[src/rtl/transaction_control_pkg.sv]
// rtl/transaction_control_pkg.sv - shared state encoding and datapath process codes
package transaction_control_pkg;

   typedef enum logic [3:0] {
      ST_IDLE        = 4'd0,
      ST_FETCH       = 4'd1,
      ST_LOAD_REG    = 4'd2,
      ST_WAIT_PLAYER = 4'd3,
      ST_LOAD_PLAYER = 4'd4,
      ST_WAIT_AMT    = 4'd5,
      ST_LOAD_AMT    = 4'd6,
      ST_VERIFY_AMT  = 4'd7,
      ST_WAIT_KEY    = 4'd8,
      ST_LOAD_KEY    = 4'd9,
      ST_VERIFY_KEY  = 4'd10,
      ST_COMMIT      = 4'd11,
      ST_WRITEBACK   = 4'd12,
      ST_DONE        = 4'd13,
      ST_FAIL        = 4'd14,
      ST_CLEAR       = 4'd15
   } state_t;

   localparam logic [2:0] PROC_IDLE   = 3'b000;
   localparam logic [2:0] PROC_AMT    = 3'b001;
   localparam logic [2:0] PROC_KEY    = 3'b010;
   localparam logic [2:0] PROC_COMMIT = 3'b011;

   // States whose exit is governed by the cycle counter.
   function automatic logic is_timed(input state_t s);
      return (s == ST_FETCH) || (s == ST_VERIFY_AMT) || (s == ST_VERIFY_KEY);
   endfunction

endpackage

[src/rtl/edge_detect.sv]
// rtl/edge_detect.sv - rising-edge pulse generator for synchronised button levels
module edge_detect (
   input  logic clock,
   input  logic reset,
   input  logic level,
   output logic pulse
);

   logic level_q;

   always_ff @(posedge clock or posedge reset) begin
      if (reset) level_q <= 1'b0;
      else       level_q <= level;
   end

   assign pulse = level & ~level_q;

endmodule

[src/rtl/transaction_control.sv]
// rtl/transaction_control.sv - control FSM sequencing one ledger transfer through the datapath
module transaction_control
   import transaction_control_pkg::*;
#(
   parameter int unsigned MEM_LATENCY   = 2,
   parameter int unsigned AMOUNT_CYCLES = 4,
   parameter int unsigned KEY_TIMEOUT   = 200
) (
   input  logic       clock,
   input  logic       reset,
   input  logic       confirm,
   input  logic       done_step,
   output logic       mem_read,
   output logic       mem_write,
   output logic       load_register,
   output logic       load_player,
   output logic       load_amount,
   output logic       load_key,
   output logic [2:0] process,
   output logic       dp_clear,
   output logic       tx_ok,
   output logic       tx_fail,
   output logic [3:0] state_dbg
);

   localparam logic [7:0] FETCH_LAST = 8'(MEM_LATENCY - 1);
   localparam logic [7:0] AMT_LAST   = 8'(AMOUNT_CYCLES - 1);
   localparam logic [7:0] KEY_LAST   = 8'(KEY_TIMEOUT - 1);

   state_t     state, state_next;
   logic [7:0] count;
   logic       amt_pass;
   logic       conf_edge;

   edge_detect u_confirm_edge (
      .clock (clock),
      .reset (reset),
      .level (confirm),
      .pulse (conf_edge)
   );

   always_ff @(posedge clock or posedge reset) begin
      if (reset) state <= ST_IDLE;
      else       state <= state_next;
   end

   always_ff @(posedge clock or posedge reset) begin
      if (reset)                    count <= 8'd0;
      else if (state_next != state) count <= 8'd0;
      else if (is_timed(state))     count <= count + 8'd1;
   end

   // Sticky: any done_step during the amount window counts as a pass.
   always_ff @(posedge clock or posedge reset) begin
      if (reset)                                   amt_pass <= 1'b0;
      else if (state != ST_VERIFY_AMT)             amt_pass <= 1'b0;
      else if (done_step)                          amt_pass <= 1'b1;
   end

   always_comb begin
      state_next    = state;
      mem_read      = 1'b0;
      mem_write     = 1'b0;
      load_register = 1'b0;
      load_player   = 1'b0;
      load_amount   = 1'b0;
      load_key      = 1'b0;
      process       = PROC_IDLE;
      dp_clear      = 1'b0;
      tx_ok         = 1'b0;
      tx_fail       = 1'b0;
      case (state)
         ST_IDLE:        if (conf_edge) state_next = ST_FETCH;
         ST_FETCH: begin
            mem_read = 1'b1;
            if (count == FETCH_LAST) state_next = ST_LOAD_REG;
         end
         ST_LOAD_REG: begin
            load_register = 1'b1;
            state_next    = ST_WAIT_PLAYER;
         end
         ST_WAIT_PLAYER: if (conf_edge) state_next = ST_LOAD_PLAYER;
         ST_LOAD_PLAYER: begin
            load_player = 1'b1;
            state_next  = ST_WAIT_AMT;
         end
         ST_WAIT_AMT:    if (conf_edge) state_next = ST_LOAD_AMT;
         ST_LOAD_AMT: begin
            load_amount = 1'b1;
            state_next  = ST_VERIFY_AMT;
         end
         ST_VERIFY_AMT: begin
            process = PROC_AMT;
            if (count == AMT_LAST)
               state_next = (amt_pass || done_step) ? ST_WAIT_KEY : ST_FAIL;
         end
         ST_WAIT_KEY:    if (conf_edge) state_next = ST_LOAD_KEY;
         ST_LOAD_KEY: begin
            load_key   = 1'b1;
            state_next = ST_VERIFY_KEY;
         end
         ST_VERIFY_KEY: begin
            process = PROC_KEY;
            if (done_step)              state_next = ST_COMMIT;
            else if (count == KEY_LAST) state_next = ST_FAIL;
         end
         ST_COMMIT: begin
            process    = PROC_COMMIT;
            state_next = ST_WRITEBACK;
         end
         ST_WRITEBACK: begin
            mem_write  = 1'b1;
            state_next = ST_DONE;
         end
         ST_DONE: begin
            tx_ok = 1'b1;
            if (conf_edge) state_next = ST_CLEAR;
         end
         ST_FAIL: begin
            tx_fail = 1'b1;
            if (conf_edge) state_next = ST_CLEAR;
         end
         ST_CLEAR: begin
            dp_clear   = 1'b1;
            state_next = ST_IDLE;
         end
         default:        state_next = ST_IDLE;
      endcase
   end

   assign state_dbg = state;

endmodule

[config.mk]
export PLATFORM = sky130hd
export DESIGN_NAME = transaction_control
export DESIGN_NICKNAME = d
export VERILOG_FILES = /design/src/rtl/transaction_control_pkg.sv /design/src/rtl/edge_detect.sv /design/src/rtl/transaction_control.sv
export SDC_FILE = /design/constraint.sdc
export NUM_CORES = 1
export LEC_CHECK = 0
export CORE_MARGIN = 2
export CORE_UTILIZATION = 46
export DETAILED_ROUTE_END_ITERATION = 6
export PLACE_DENSITY = 0.75
export SETUP_SLACK_MARGIN = 0.1
export SYNTH_ARGS = -nofsm -noshare
export SYNTH_HDL_FRONTEND = slang
export SYNTH_HIERARCHICAL = 1
export SYNTH_SLANG_ARGS = --single-unit
export TNS_END_PERCENT = 100
[constraint.sdc]
create_clock -name clock -period 1.8 [get_ports clock]
set_input_delay 0.36 -clock clock [delete_from_list [all_inputs] [get_ports clock]]
set_output_delay 0.36 -clock clock [all_outputs]
set_load 0.005 [all_outputs]
==> impl_metrics.toml <==
[status]
status = "finished with violations"
violations = "setup timing"

[power_and_ir_drop]
powerDensity_nw_per_um2 = 1690
p_leak_nw = 0.919
ir_worst_vdd_uv = 1250
total_power_mw = 3.00

[logic_synthesis]
synth_seq_cells = 14
syn_avg_cell_area_sq_um = 9.24
yosys-top-cells-area = "dfrtp_1, a211oi_2, nor3_1"
synthFlopType = "dfrtp_1"
synth.cell_area_sq_um = 1110
synth_edf_count = 0
synth_top_cell_area_share_pct = 31.6
async_flop_share_pct = 100
synth_fp_nets = 126
yosysTopAreaCell = "dfrtp_1"
synth_cell_types = 48
syn_inst = 120
yosysSeqAreaShare_pct = 31.6
yosys_warnings = 6

[critical_path]
start_kind = "flip-flop"
crit_required_ns = 2.01
max_stage_delay_ns = 0.51
criticalPathCategory = "reg2reg"
cp_max_fo = 6
crit_path_end_kind = "flip-flop"
worst_path_max_delay_cell = "or4_1"
r2r_start = "state_dbg[2]$_DFF_PP0_"
worst_setup_path_startpoint = "state_dbg[2]$_DFF_PP0_"
cp.arrival_ns = 2.08
path_cells = "buf_6 > buf_4 > xnor2_4 > a2bb2oi_4 > or4_1 > a211oi_2"

[run]
drv_cap = 0

[placed_design]
hpwl_um = 2140
place_ws_ns = -0.209
globalplace.congestion = 0.919
port_buffers = 18

[clock_network]
clock_path_buffers = 2
h-tree-depth = 1
cts_tree = "done"
path_clk_slew_ns = 0.11
cts_buffers = 3
cts_hold_buffers = 0
root_buffer = "clkbuf_4"
clk_latency_ns = 0.29
cts.sinks = 14

[timing]
hold_viol = 0
slew_violations = 0
max_freq_ghz = 0.534
period_needed_ns = 1.87
setup_viol = 8
fin_skew_ns = 0.00545
relSlewSlack_pct = 65.4
final.setup.worst_slack_ns = -0.0743
rsz0062_at_grt = "yes"
tightest_slew_ns = 0.518
fin_crit_sh_pct = 104

[die]
coreArea_sq_um = 2250
die_h_um = 53.1
rows = 17
io_pins = 20
fp.dieArea_sq_um = 2820
die_x_um = 53.1
start_util_pct = 49.2

[detailed_routing]
ant_nets = 0
wirelength_um = 3990
vias_per_cell = 6.17
drc = 0
wl_per_cell_um = 19.4
drtIter0Drc = 71
first_pass_iters = 4
vias = 1270

[global_route]
grt_pass1_wl_um = 5070
grt_max_degree = 14
antenna_found_initial = 0
grt.total_usage_pct = 25.3
grt_pass1_vias = 1134
grt_overflow = 0

[final_layout]
layout-drive-gt1-share_pct = 51.1
fin_nets = 186
diodes = 0
syn_to_final_growth_pct = 60.7

[min_path]
hold_path_class = "in2async"
worst max-delay path: cells and delay by family, from the launching register on:
kind | cells | cell delay (ns)
flops | 1 | 0.46
xor+xnor | 1 | 0.17
simple gates | 1 | 0.51
compound gates | 2 | 0.36
buf+inv | 2 | 0.28
metal layers:
layer	share of wire (%)	track usage [%]	vias up	wire, um
met2	48	42.5	69	1910
met3	8.3	3.39	16	331
met4	3.2	10.7	0	129
li1	-	-	566	-
met1	40	32.4	619	1620
met5	0	0	-	0
cell type report:
cell class | count | area, sq um
fillers | 152 | 473
multi-input cells | 93 | 808
repair buffers | 62 | 538
clock buffers | 3 | 22.5
well taps | 28 | 35.0
inverters | 6 | 22.5
flip-flops and latches | 14 | 355
where the power goes:
part | total, mW | internal (mW) | switching, mW | leakage (nW)
clock | 0.204 | 0.0779 | 0.126 | 0.0138
sequential | 0.483 | 0.398 | 0.0852 | 0.179
combinational | 2.32 | 1.19 | 1.12 | 0.726
cells in the final DEF, fill, tap and decap left out, types with 3 or more instances in the layout:
cell / n
dlymetal6s2s_1: 8
nand2_1: 6
or3_1: 3
dfrtp_1: 10
nand2b_4: 3
clkdlybuf4s50_1: 3
nor2_1: 11
clkbuf_2: 5
buf_6: 6
dfrtp_2: 4
or4_4: 3
a211oi_2: 6
buf_4: 37
clkbuf_4: 3
nand3_1: 6
o31ai_1: 3
nor3_2: 6
nor3_1: 6
o21ai_0: 4
inv_1: 5
synth_stat cells, drive strengths merged (3+ instances only):
| library cell | number |
|---|---|
| a211oi | 7 |
| o31ai | 4 |
| nand2 | 7 |
| inv | 6 |
| buf | 5 |
| nor2 | 11 |
| nand3 | 7 |
| nor3 | 12 |
| or3 | 3 |
| o21ai | 7 |
| or4 | 4 |
| dfrtp | 14 |
| nor2b | 3 |
| nand2b | 4 |
cell families (layout without fill, tap and decap cells):
logic type | count (synthesis) | after routing | synth area share [%]
AOI/OAI and AO/OA | 30 | 30 | 25.6
xor gates and xnor gates | 2 | 2 | 1.58
adders and majority gates | 2 | 2 | 2.26
buffers and inverters | 13 | 71 | 6.55
DFF | 14 | 14 | 31.6
muxes | 1 | 1 | 0.903
other | 1 | 1 | 0.338
and+or+nand+nor | 57 | 57 | 31.2
sequential cells by signal, indices dropped and copies added (netlist names):
register	cells
amt_pass	1
count	8
state_dbg	4
u_confirm_edge/level_q	1
through the flow:
step | utilization, % | instance area (sq um) | hold WS, ns | setup TNS (ns) | cells
after detailed placement | 63.7 | 1440 | 0.536 | -1.64 | 179
after global placement | 63.7 | 1440 | 0.528 | -1.26 | 179
final | 79.0 | 1780 | 0.219 | -0.190 | 206
after floorplan | - | 1110 | 0.0887 | 0 | 120
after CTS | 69.1 | 1560 | 0.223 | -0.791 | 192
after global routing | 79.0 | 1780 | 0.240 | -0.645 | 206
path summary, 6_finish.rpt:
check | to | slack [ns] | cells after the start
min in group clock | u_confirm_edge/level_q$_DFF_PP0_ | 0.54 | 1
max | count[6]$_DFFE_PP0P_ | -0.07 | 6
min | u_confirm_edge/level_q$_DFF_PP0_ | 0.22 | 2
min reg2reg | amt_pass$_DFFE_PP0P_ | 0.56 | 2
max reg2reg | count[6]$_DFFE_PP0P_ | -0.07 | 6
max in group asynchronous | state_dbg[2]$_DFF_PP0_ | 1.01 | 2
what timing repair did:
item | in CTS | in global routing
buffers inserted | 10 | 15
setup endpoints to repair | 23 | 22
resized for setup | 16 | 42
pin swaps | 2 | 9
Note: power is estimated with default switching activity, not from simulation.
